[src/rtl/seq_mult_32_bit.sv]
// seq_mult_32_bit: 32x32 unsigned shift-and-add multiplier built around one 32-bit ripple-carry adder

// rca_32: 32-bit ripple-carry adder used for partial-product accumulation
module rca_32 (
    input  logic [31:0] a,
    input  logic [31:0] b,
    input  logic        c_in,
    output logic [31:0] s,
    output logic        c_out
);
    logic [32:0] c;
    assign c[0]  = c_in;
    assign c_out = c[32];
    for (genvar g = 0; g < 32; g++) begin : g_fa
        assign s[g]   = a[g] ^ b[g] ^ c[g];
        assign c[g+1] = (a[g] & b[g]) | (c[g] & (a[g] ^ b[g]));
    end
endmodule

module seq_mult_32_bit (
    input  logic        clk,
    input  logic        rst,
    input  logic        start,
    input  logic [31:0] a,
    input  logic [31:0] b,
    output logic        busy,
    output logic        done,
    output logic [63:0] product
);
    typedef enum logic [1:0] {IDLE = 2'd0, RUN = 2'd1, DONE = 2'd2} state_t;

    state_t      state_q, state_d;
    logic [31:0] mcand_q, mcand_d;
    logic [31:0] acc_hi_q, acc_hi_d;
    logic [31:0] acc_lo_q, acc_lo_d;
    logic [5:0]  count_q, count_d;
    logic [31:0] addend, sum;
    logic        c_out;

    assign addend  = acc_lo_q[0] ? mcand_q : 32'h0;
    assign busy    = state_q == RUN;
    assign done    = state_q == DONE;
    assign product = {acc_hi_q, acc_lo_q};

    rca_32 u_add (
        .a     (acc_hi_q),
        .b     (addend),
        .c_in  (1'b0),
        .s     (sum),
        .c_out (c_out)
    );

    // next state: load on accepted start, shift-accumulate for 32 cycles, pulse done once
    always_comb begin
        state_d  = state_q;
        mcand_d  = mcand_q;
        acc_hi_d = acc_hi_q;
        acc_lo_d = acc_lo_q;
        count_d  = count_q;
        case (state_q)
            IDLE: if (start) begin
                mcand_d  = a;
                acc_hi_d = 32'h0;
                acc_lo_d = b;
                count_d  = 6'd0;
                state_d  = RUN;
            end
            RUN: begin
                {acc_hi_d, acc_lo_d} = {c_out, sum, acc_lo_q[31:1]};
                count_d              = count_q + 6'd1;
                state_d              = count_q == 6'd31 ? DONE : RUN;
            end
            default: state_d = IDLE;
        endcase
    end

    // state registers with synchronous reset taking priority over everything
    always_ff @(posedge clk) begin
        if (rst) begin
            state_q  <= IDLE;
            mcand_q  <= 32'h0;
            acc_hi_q <= 32'h0;
            acc_lo_q <= 32'h0;
            count_q  <= 6'd0;
        end else begin
            state_q  <= state_d;
            mcand_q  <= mcand_d;
            acc_hi_q <= acc_hi_d;
            acc_lo_q <= acc_lo_d;
            count_q  <= count_d;
        end
    end
endmodule

[config.mk]
export PLATFORM = sky130hd
export DESIGN_NAME = seq_mult_32_bit
export DESIGN_NICKNAME = d
export VERILOG_FILES = /design/src/rtl/seq_mult_32_bit.sv
export SDC_FILE = /design/constraint.sdc
export NUM_CORES = 1
export LEC_CHECK = 0
export CAP_MARGIN = 5
export CELL_PAD_IN_SITES_DETAIL_PLACEMENT = 0
export CELL_PAD_IN_SITES_GLOBAL_PLACEMENT = 1
export CORE_ASPECT_RATIO = 2
export CORE_MARGIN = 3
export CORE_UTILIZATION = 35
export CTS_CLUSTER_DIAMETER = 80
export DETAILED_ROUTE_END_ITERATION = 7
export DONT_BUFFER_PORTS = 1
export PLACE_DENSITY_LB_ADDON = 0.1
export SKIP_CTS_REPAIR_TIMING = 1
export SLEW_MARGIN = 25
export SYNTH_ARGS = -nofsm -noshare
export SYNTH_HDL_FRONTEND = slang
export SYNTH_HIERARCHICAL = 1
export SYNTH_SLANG_ARGS = --single-unit
[constraint.sdc]
create_clock -name clk -period 26.6 [get_ports clk]
set_clock_uncertainty 0.15 [all_clocks]
set_input_delay 3.99 -clock clk [delete_from_list [all_inputs] [get_ports clk]]
set_output_delay 3.99 -clock clk [all_outputs]
set_load 0.005 [all_outputs]
==> results by group, run 1 <==
Timing
  – Unrepaired setup endpoints after global routing: no
  – Tcrit/Tclk final: around half
  – Setup TNS: 0 ps
  – Worst rel slew slack: between 30% and 40%
  – Setup slack after layout: around 13000 ps
  – Min Tclk post-route: ~14000 ps
  – Max-slew violations: 0
  – Max Clock Freq: 0.0725 GHz
  – Setup violators final: 0
  – Final Hold Viols: 0
  – Fin Hold WS: between 200 and 300 ps
  – Worst-Margin Slew: just over 900 ps

Layout
  – Area Overhead vs Synth: 6.37%
  – Area of the multi-input gates: about 2400 sq um
  – Fin cells: ~640
  – Fin nets: between 500 and 600
  – Share of layout cells above drive strength 1: between 7 and 8%
  – Reg area: between 2000 and 2500 sq um
  – Final core occ: between 30% and 40%
  – Cell area after layout: 5010 sq um
  – Ant. Diodes: 0
  – Filler cells: ~1.3k

Global routing
  – Total congestion overflow: 0
  – Total GRT Usage: between 15 and 20%
  – Largest net degree at the start of global routing: 75
  – Initial antenna violation count: 0
  – Vias in the first global route: 3453
  – First-pass GRT wire length: between 15000 and 20000 um

Routing
  – Iter 0 DRT Violations: 129
  – Post-route DRC: 0
  – DRT Pass-1 Iters: 4
  – Vias: between 3k and 4k
  – Post-DRT Antenna Nets: 0
  – DR vias/cell: 5.26
  – WL/cell: ~18 um
  – Drt total wl: about 11000 um

Placement
  – Place WS: 12860 ps
  – Placed insts: ~620
  – Placer Congestion: 0.780
  – Port bufs: 0
  – Placed cell areas: around 4700 sq um
  – HPWL after detailed placement: approximately 7700 um

Power
  – Static leakage: between 2 and 2.5 nW
  – P per Cell Area: 69.0 nW/um^2
  – Internal: roughly 0.26 mW
  – Design Power: roughly 0.35 mW
  – Max VDD drop: between 0.00002 and 0.00003 V
  – Clock power frac: about two fifths
  – Sw Ratio: between 20% and 30%
  – Switch Pwr: 0.0872 mW
  – Gate power share: about a tenth
  – Seq pwr share: roughly half

Clock tree
  – Clock sink count: about 100
  – Clock latency at the later pin of the worst-skew pair: 340 ps
  – CTS Buffer Depth: 2
  – Clock Root Buffer: clkbuf_16
  – Total CTS buffers: 9
  – Clock Pin Slew Worst Setup and Hold Paths: approximately 70 ps
  – CTS tree: built
  – CTS H-tree depth: 3

Synthesis
  – Ys flop type: dfxtp_1
  – Mapped Nets: 603
  – FF+latch count, synth: ~100
  – YS warnings: 6
  – Mapped cell area: 4710 sq um
  – Synth top area share: around 44%
  – Top post-synthesis cells by count: 104 x dfxtp_1, 88 x nor2_1, 66 x nand2_1, 35 x a22o_1
  – Share of flip-flops with an asynchronous set or reset: 0%
  – Count leader, synth: dfxtp_1
  – Sequential fraction of the synthesis area: between 40% and 50%
  – Synthesized area per cell: 9.37 sq um
  – Area leader, netlist: dfxtp_1
  – Cell count after synthesis: around 500
  – Distinct cell type count after synthesis: 33
  – Top cells by area, synth: dfxtp_1 44%, fa_1 14%, nor2_1 7.0%
  – Number of synthesized flops with an enable pin: 0

Floorplan
  – Initial Util: a little over a third
  – Std cell rows: 59
  – Die height: approximately 170 um
  – Die W: 88.1 um
  – IO Pins: approximately 130
  – DIE AREA: 15000 sq um
  – Core area: around 13000 sq um

Worst setup path
  – Crit path launch type: flip-flop
  – Slowest-stage cell, CP: fa_1
  – Worst EP required: approximately 27000 ps
  – Crit-path max cell delay: a little over 400 ps
  – Critical path peak fanout: 34
  – Most frequent CP cell: fa_1
  – Worst endpoint data arrival time: 13920 ps
  – Critical path class: reg2reg
  – Setup crit end kind: flip-flop

Run status
  – Status: completed

Flow run
  – Max Cap Violations: 0

Worst hold path
  – Worst hold path type: reg2reg
[layout make-up]
class | instances | area share [%]
multi-input cells | 352 | 47.1
flip-flops and latches | 104 | 41.5
clock buffers | 9 | 4.49
well taps | 152 | 3.79
clock inverters | 5 | 1.65
inverters | 11 | 0.823
repair buffers | 4 | 0.599
[flip-flops by register name, summed over array words and instances (netlist names)]
signal and count:
count_q 6, acc_lo_q 32, acc_hi_q 32, mcand_q 32, state_q 2
[kinds of logic (layout without fill, tap and decap cells)]
group	Yosys count	after routing	share of synthesized area, %
simple gates	243	243	24.5
flops	104	104	44.2
compound gates	72	72	10.8
buf+inv	47	29	5.89
fa+ha+maj	33	33	13.9
mux	2	2	0.478
other cells	1	1	0.0795
xor+xnor	1	1	0.186
[routing by layer]
layer  up-vias  wire length (um)  global-route usage (%)
met5         -                 0                       0
met4         0               180                    5.99
met3        13               631                    3.78
met2        86              6210                    28.0
met1      1636              4340                    17.9
li1       1618                 -                       -
[power groups by stage]
stage | clock network [mW] | registers [mW] | logic [mW]
detailed placement | 0 | 0.178 | 0.0336
floorplan | 0 | 0.175 | 0.0306
global route | 0.151 | 0.175 | 0.0380
finish | 0.140 | 0.174 | 0.0323
CTS | 0.146 | 0.174 | 0.0336
global placement | 0 | 0.178 | 0.0327
[critical path, delay by kind of cell (launching register included)]
family	cells	cell delay (ps)
AND/OR/NAND/NOR	1	200
adder cells (fa/ha/maj)	32	12460
AO/OA/AOI/OAI	1	110
flip-flops	1	300
buffers and inverters	5	470
[layout by cell type (no fill, tap or decap), drive strengths merged, types with 4 or more instances in the layout]
master,Yosys,layout
a22o,35,35
nand2,66,66
inv,11,12
and2,33,33
nor4,32,32
dfxtp,104,104
clkbuf,9,9
nor2,100,100
fa,32,32
a21oi,33,33
buf,27,4
[path summary, 6_finish.rpt]
path / startpoint / endpoint / slack, ps / cells past startpoint
worst max register to register: acc_lo_q[0]$_SDFFE_PP0P_ / acc_hi_q[30]$_SDFFE_PP0P_ / 12810 / 39
worst min register to register: mcand_q[3]$_SDFFE_PP0P_ / mcand_q[3]$_SDFFE_PP0P_ / 290 / 2
worst min-delay path: mcand_q[3]$_SDFFE_PP0P_ / mcand_q[3]$_SDFFE_PP0P_ / 290 / 2
worst max-delay path: acc_lo_q[0]$_SDFFE_PP0P_ / acc_hi_q[30]$_SDFFE_PP0P_ / 12810 / 39
(Power assumes the default switching activity.)
==> run 2: changes to the inputs <==
==> constraint.sdc (replaced) <==
create_clock -name clk -period 12.91 [get_ports clk]
set_clock_uncertainty 0.15 [all_clocks]
set_input_delay 1.9365 -clock clk [delete_from_list [all_inputs] [get_ports clk]]
set_output_delay 1.9365 -clock clk [all_outputs]
set_load 0.005 [all_outputs]
==> run 2 against run 1 <==
Net effect: total power increased by 100%; largest cell class unchanged; sequential power is 110% higher; wire length up 0.56%; cell count up 0.47%; critical endpoint unchanged; highest routed layer unchanged; fmax rose by 10%; combinational power rose by 110%; via count decreased by 1.0%; worst hold slack better by 0.77 ps; die area stayed put; global-route usage grew 0.12 points; flip-flop and latch count stayed put; first-iteration DRC count decreased by 26%.
==> results by group, run 2 (synthesis gave the netlist of run 1 again) <==
Placement
  – HPWL after detailed placement: 7800 um (was 7710 um)
  – Placed insts: 624 (was 623)
  – Port bufs: 0 (unchanged)
  – Placer Congestion: 0.778 (was 0.780)

Power
  – Internal: 0.504 mW (was 0.259 mW)
  – Clock power frac: 38.7% (was 40.4%)
  – Switch Pwr: 0.190 mW (was 0.0872 mW)
  – Gate power share: 9.6% (was 9.3%)
  – Static leakage: 2.05 nW (was 2.11 nW)
  – Max VDD drop: 0.0000603 V (was 0.0000275 V)
  – Sw Ratio: 27.4% (was 25.2%)
  – P per Cell Area: 137 nW/um^2 (was 69.0 nW/um^2)
  – Seq pwr share: 51.7% (was 50.3%)

Global routing
  – Vias in the first global route: 3457 (was 3453)
  – Met2 Use GR: 29.0% (was 28.0%)
  – Total congestion overflow: 0 (unchanged)
  – Busiest layer in global routing: met2 (unchanged)
  – Met3 Use GR: 4.41% (was 3.78%)
  – GR Util met1: 17.2% (was 17.9%)
  – Total GRT Usage: 15.9% (was 15.8%)
  – Largest net degree at the start of global routing: 75 (unchanged)
  – Initial antenna violation count: 0 (unchanged)
  – First-pass GRT wire length: 18400 um (was 18200 um)

Worst setup path
  – CP startpoint: mcand_q[0]$_SDFFE_PP0P_ (was acc_lo_q[0]$_SDFFE_PP0P_)
  – Worst R2R Path Depth: 38 (was 39)
  – Worst endpoint data arrival time: 12630 ps (was 13920 ps)
  – R2r setup slk: 410 ps (was 12810 ps)
  – R2R Path End: acc_hi_q[30]$_SDFFE_PP0P_ (unchanged)
  – Most frequent CP cell: fa_2 (was fa_1)
  – Slowest-stage cell, CP: fa_1 (unchanged)
  – Critical path class: reg2reg (unchanged)
  – Crit path launch type: flip-flop (unchanged)
  – Critical path peak fanout: 2 (was 34)
  – Crit-path max cell delay: 410 ps (about the same)
  – Worst reg2reg path startpoint: mcand_q[0]$_SDFFE_PP0P_ (was acc_lo_q[0]$_SDFFE_PP0P_)
  – Worst EP required: 13040 ps (was 26730 ps)
  – Buffers and inverters on the worst path: 4 (was 5)
  – CP top delay family: adder cells (unchanged)
  – Setup crit end kind: flip-flop (unchanged)

Timing
  – Worst-Margin Slew: 902 ps (was 924 ps)
  – Worst rel slew slack: 39.9% (was 38.4%)
  – Max Clock Freq: 0.0800 GHz (was 0.0725 GHz)
  – Tcrit/Tclk final: 96.9% (was 51.8%)
  – Min Tclk post-route: 12500 ps (was 13790 ps)
  – Setup violators final: 0 (unchanged)
  – Final Hold Viols: 0 (unchanged)
  – Max-slew violations: 0 (unchanged)
  – Unrepaired setup endpoints after global routing: no (unchanged)

Layout
  – Ant. Diodes: 0 (unchanged)
  – Area Overhead vs Synth: 7.25% (was 6.37%)
  – Fin nets: 583 (was 582)
  – Fin cells: 640 (was 637)
  – Leading cell type in the layout, fill and taps excluded: dfxtp_1 (unchanged)
  – Commonest cells after routing, fill and taps aside: 104 x dfxtp_1, 88 x nor2_1, 66 x nand2_1 (unchanged)
  – Share of layout cells above drive strength 1: 12.3% (was 7.42%)
  – Final core occ: 38.7% (was 38.4%)
  – Biggest regs: acc_hi_q (32), acc_lo_q (32), mcand_q (32) (unchanged)

Routing
  – Iter 0 DRT Violations: 95 (was 129)
  – Post-route DRC: 0 (unchanged)
  – Drt total wl: 11400 um (about the same)
  – DRT Pass-1 Iters: 4 (unchanged)
  – DR vias/cell: 5.18 (was 5.26)
  – WL/cell: 17.9 um (was 17.8 um)
  – Vias: 3318 (was 3353)
  – Post-DRT Antenna Nets: 0 (unchanged)

Clock tree
  – CTS H-tree depth: 3 (unchanged)
  – Clock latency at the later pin of the worst-skew pair: 350 ps (was 340 ps)
  – CTS Buffer Depth: 2 (unchanged)
  – CTS tree: built (unchanged)
  – Clock Pin Slew Worst Setup and Hold Paths: 70 ps (about the same)
  – Clock Root Buffer: clkbuf_16 (unchanged)
  – Total CTS buffers: 9 (unchanged)
  – Clock sink count: 104 (unchanged)

Flow run
  – Max Cap Violations: 0 (unchanged)

Run status
  – Status: completed (unchanged)

Worst hold path
  – Hold Path End: mcand_q[22]$_SDFFE_PP0P_ (was mcand_q[3]$_SDFFE_PP0P_)
  – Worst hold path type: reg2reg (unchanged)
  – HP Start: mcand_q[22]$_SDFFE_PP0P_ (was mcand_q[3]$_SDFFE_PP0P_)
  – Hold Path Stages: 2 (unchanged)

Floorplan
  – Core area: 13100 sq um (unchanged)
  – DIE AREA: 15000 sq um (unchanged)
  – Initial Util: 36.1% (unchanged)
  – Std cell rows: 59 (unchanged)
  – Die height: 170 um (unchanged)
  – IO Pins: 133 (unchanged)
  – Die W: 88.1 um (unchanged)
run 2: cell types whose count changed in the layout (fill, tap and decap cells not counted), sizes merged:
cell / before / now
buf: 4 / 5
bufinv: 2 / 0
clkbuf: 9 / 10
clkinvlp: 0 / 1
inv: 12 / 14
run 2: tightest hold or removal path, delay by kind of cell (launching register included):
kind | cells | cell delay, ps
AOI/OAI and AO/OA | 1 | 50
and+or+nand+nor | 1 | 50
DFF | 1 | 310
run 2: worst max-delay path by stage:
stage | endpoint | slack [ps] | depth (start not counted)
after CTS | acc_hi_q[30]$_SDFFE_PP0P_ | -360 | 38
after detailed placement | acc_hi_q[30]$_SDFFE_PP0P_ | -290 | 38
after floorplan | acc_hi_q[30]$_SDFFE_PP0P_ | 40 | 39
final | acc_hi_q[30]$_SDFFE_PP0P_ | 410 | 38
after global placement | acc_hi_q[30]$_SDFFE_PP0P_ | -240 | 38
after global routing | acc_hi_q[30]$_SDFFE_PP0P_ | 4 | 38
run 2: final cells by class:
class / instances / area (sq um)
clock buffers: 10 / 239
clock inverters: 6 / 50.0
fillers: 1319 / 8010
inverters: 11 / 41.3
multi-input cells: 352 / 2420
flip-flops and latches: 104 / 2080
well taps: 152 / 190
repair buffers: 5 / 37.5
run 2: power groups by stage:
stage,sequential [mW],combinational [mW],clock (mW)
after global placement,0.367,0.0679,0
after global routing,0.362,0.0789,0.291
final,0.359,0.0667,0.268
after detailed placement,0.367,0.0687,0
after CTS,0.359,0.0690,0.279
after floorplan,0.361,0.0631,0
run 2: per-layer routing:
layer | share of wire [%] | wire length (um) | up-vias
met5 | 0 | 0 | -
met4 | 1.7 | 195 | 0
met3 | 6.1 | 697 | 10
met2 | 54 | 6220 | 86
met1 | 38 | 4310 | 1592
li1 | - | - | 1630
run 2: through the flow:
stage               power, mW  hold WS, ps  setup slack [ps]  area [sq um]  TNS (ps)
global route            0.732          316              4.01          5060         0
global placement        0.434          282              -242          4730      -337
CTS                     0.707          298              -361          5020      -617
detailed placement      0.436          288              -285          4730      -434
floorplan               0.424          282              37.9          4730         0
finish                  0.694          295               406          5060         0
==> run 3: changes to the inputs <==
--- a/config.mk
+++ b/config.mk
@@ -10,7 +10,7 @@
 export CELL_PAD_IN_SITES_GLOBAL_PLACEMENT = 1
 export CORE_ASPECT_RATIO = 2
 export CORE_MARGIN = 3
-export CORE_UTILIZATION = 35
+export CORE_UTILIZATION = 47
 export CTS_CLUSTER_DIAMETER = 80
 export DETAILED_ROUTE_END_ITERATION = 7
 export DONT_BUFFER_PORTS = 1
==> run 3 against run 2 <==
Net effect: sequential power barely moved; wire length fell by 7.7%; via count rose by 1.3%; fmax fell by 0.27%; clock-buffer cell count rose by 1; critical path depth did not move; clock power rose by 18%; register-to-register slack got worse by 30 ps; flip-flop and latch count did not move; worst hold slack got worse by 1.5 ps; cell count fell by 2.8%; combinational power barely moved; critical path type unchanged; critical endpoint unchanged; largest power group unchanged; highest routed layer unchanged.
==> results by group, run 3 (synthesis gave the netlist of run 1 again) <==
Global routing
  – Initial antenna violation count: 0 (unchanged)
  – Largest net degree at the start of global routing: 75 (unchanged)
  – Total congestion overflow: 0 (unchanged)
  – First-pass GRT wire length: 17300 um (was 18400 um)
  – Vias in the first global route: 3468 (was 3457)
  – Total GRT Usage: 19.4% (was 15.9%)

Layout
  – Final core occ: 52.3% (was 38.7%)
  – Cell area after layout: 5110 sq um (was 5060 sq um)
  – Area Overhead vs Synth: 8.33% (was 7.25%)
  – Fin nets: 585 (was 583)
  – Commonest cells after routing, fill and taps aside: 104 x dfxtp_1, 88 x nor2_1, 66 x nand2_1 (unchanged)
  – Biggest regs: acc_hi_q (32), acc_lo_q (32), mcand_q (32) (unchanged)
  – Share of layout cells above drive strength 1: 12.4% (was 12.3%)
  – Filler cells: 962 (was 1319)
  – Ant. Diodes: 0 (unchanged)
  – Leading cell type in the layout, fill and taps excluded: dfxtp_1 (unchanged)

Floorplan
  – Std cell rows: 51 (was 59)
  – Initial Util: 48.3% (was 36.1%)
  – DIE AREA: 11300 sq um (was 15000 sq um)
  – Core area: 9760 sq um (was 13100 sq um)
  – Die W: 76.8 um (was 88.1 um)
  – IO Pins: 133 (unchanged)
  – Die height: 148 um (was 170 um)

Routing
  – Post-route DRC: 0 (unchanged)
  – Drt total wl: 10500 um (was 11400 um)
  – WL/cell: 16.9 um (was 17.9 um)
  – Post-DRT Antenna Nets: 0 (unchanged)
  – DR vias/cell: 5.40 (was 5.18)
  – DRT Pass-1 Iters: 4 (unchanged)
  – Iter 0 DRT Violations: 137 (was 95)
  – Vias: 3360 (was 3318)

Timing
  – Max-slew violations: 0 (unchanged)
  – Worst-Margin Slew: 864 ps (was 902 ps)
  – Final Hold Viols: 0 (unchanged)
  – Unrepaired setup endpoints after global routing: no (unchanged)
  – Max Clock Freq: 0.0798 GHz (was 0.0800 GHz)
  – Worst rel slew slack: 42.3% (was 39.9%)
  – Setup violators final: 0 (unchanged)
  – Tcrit/Tclk final: 97.1% (was 96.9%)
  – Setup TNS: 0 ps (unchanged)
  – Min Tclk post-route: 12540 ps (was 12500 ps)

Worst setup path
  – Worst endpoint data arrival time: 12670 ps (was 12630 ps)
  – Critical path peak fanout: 2 (unchanged)
  – Setup crit end kind: flip-flop (unchanged)
  – Slowest-stage cell, CP: fa_1 (unchanged)
  – Critical path class: reg2reg (unchanged)
  – Worst EP required: 13040 ps (about the same)
  – Crit-path max cell delay: 410 ps (about the same)
  – Most frequent CP cell: fa_2 (unchanged)
  – Crit path launch type: flip-flop (unchanged)

Power
  – P per Cell Area: 145 nW/um^2 (was 137 nW/um^2)
  – Design Power: 0.742 mW (was 0.694 mW)
  – Seq pwr share: 48.3% (was 51.7%)
  – Switch Pwr: 0.177 mW (was 0.190 mW)
  – Sw Ratio: 23.9% (was 27.4%)
  – Internal: 0.565 mW (was 0.504 mW)
  – Gate power share: 9.0% (was 9.6%)
  – Static leakage: 2.09 nW (was 2.05 nW)
  – Clock power frac: 42.7% (was 38.7%)
  – Max VDD drop: 0.0000717 V (was 0.0000603 V)

Worst hold path
  – Worst hold path type: reg2reg (unchanged)

Placement
  – Placed cell areas: 4710 sq um (was 4730 sq um)
  – Port bufs: 0 (unchanged)
  – HPWL after detailed placement: 7270 um (was 7800 um)
  – Placer Congestion: 0.773 (was 0.778)

Run status
  – Status: completed (unchanged)

Clock tree
  – Clock Root Buffer: clkbuf_16 (unchanged)
  – CTS H-tree depth: 3 (unchanged)
  – CTS tree: built (unchanged)
  – Clock Pin Slew Worst Setup and Hold Paths: 70 ps (about the same)
  – Clock latency at the later pin of the worst-skew pair: 340 ps (was 350 ps)
  – Clock sink count: 104 (unchanged)
  – Total CTS buffers: 9 (unchanged)
  – CTS Buffer Depth: 2 (unchanged)

Flow run
  – Max Cap Violations: 0 (unchanged)
==> run 3: area by class of cell <==
type	count	area (sq um)	share of cell area, %
Multi-Input combinational cell	352	2410	47.2
Sequential cell	104	2080	40.8
Clock buffer	11	253	4.95
Tap cell	132	165	3.23
Clock inverter	5	103	2.01
Timing Repair Buffer	7	52.6	1.03
Inverter	11	41.3	0.808
==> run 3: metal layers <==
metal	vias to the layer above	routed length, um	GRT usage [%]
li1	1626	-	-
met1	1615	3860	20.8
met2	104	5630	34.4
met3	15	796	5.98
met4	0	255	8.80
met5	-	0	0
==> run 3: worst max-delay path, delay by kind of cell (launching register included) <==
family | cells | cell delay (ps)
buf+inv | 4 | 270
flops | 1 | 310
fa+ha+maj | 32 | 11460
simple gates | 1 | 170
compound gates | 1 | 120
==> run 3: final timing paths <==
kind	from	cells past startpoint	end	slack (ps)
worst max-delay path	mcand_q[0]$_SDFFE_PP0P_	38	acc_hi_q[30]$_SDFFE_PP0P_	370
worst min-delay path	mcand_q[17]$_SDFFE_PP0P_	2	mcand_q[17]$_SDFFE_PP0P_	290
worst min register to register	mcand_q[17]$_SDFFE_PP0P_	2	mcand_q[17]$_SDFFE_PP0P_	290
worst max register to register	mcand_q[0]$_SDFFE_PP0P_	38	acc_hi_q[30]$_SDFFE_PP0P_	370
==> run 3: per-stage QoR <==
stage	hold WS [ps]	instances	setup WS [ps]
3_3_place_gp	281	606	-186
2_1_floorplan	282	503	37.9
4_1_cts	295	622	-349
5_1_grt	309	622	44.4
6_report	293	622	372
3_5_place_dp	286	606	-277
==> run 3: power groups by stage <==
| stage | logic (mW) | clock network, mW | registers (mW) |
|---|---|---|---|
| 6_report | 0.0668 | 0.317 | 0.358 |
| 5_1_grt | 0.0780 | 0.338 | 0.361 |
| 4_1_cts | 0.0683 | 0.327 | 0.359 |
| 3_5_place_dp | 0.0683 | 0 | 0.366 |
| 3_3_place_gp | 0.0658 | 0 | 0.366 |
| 2_1_floorplan | 0.0631 | 0 | 0.361 |
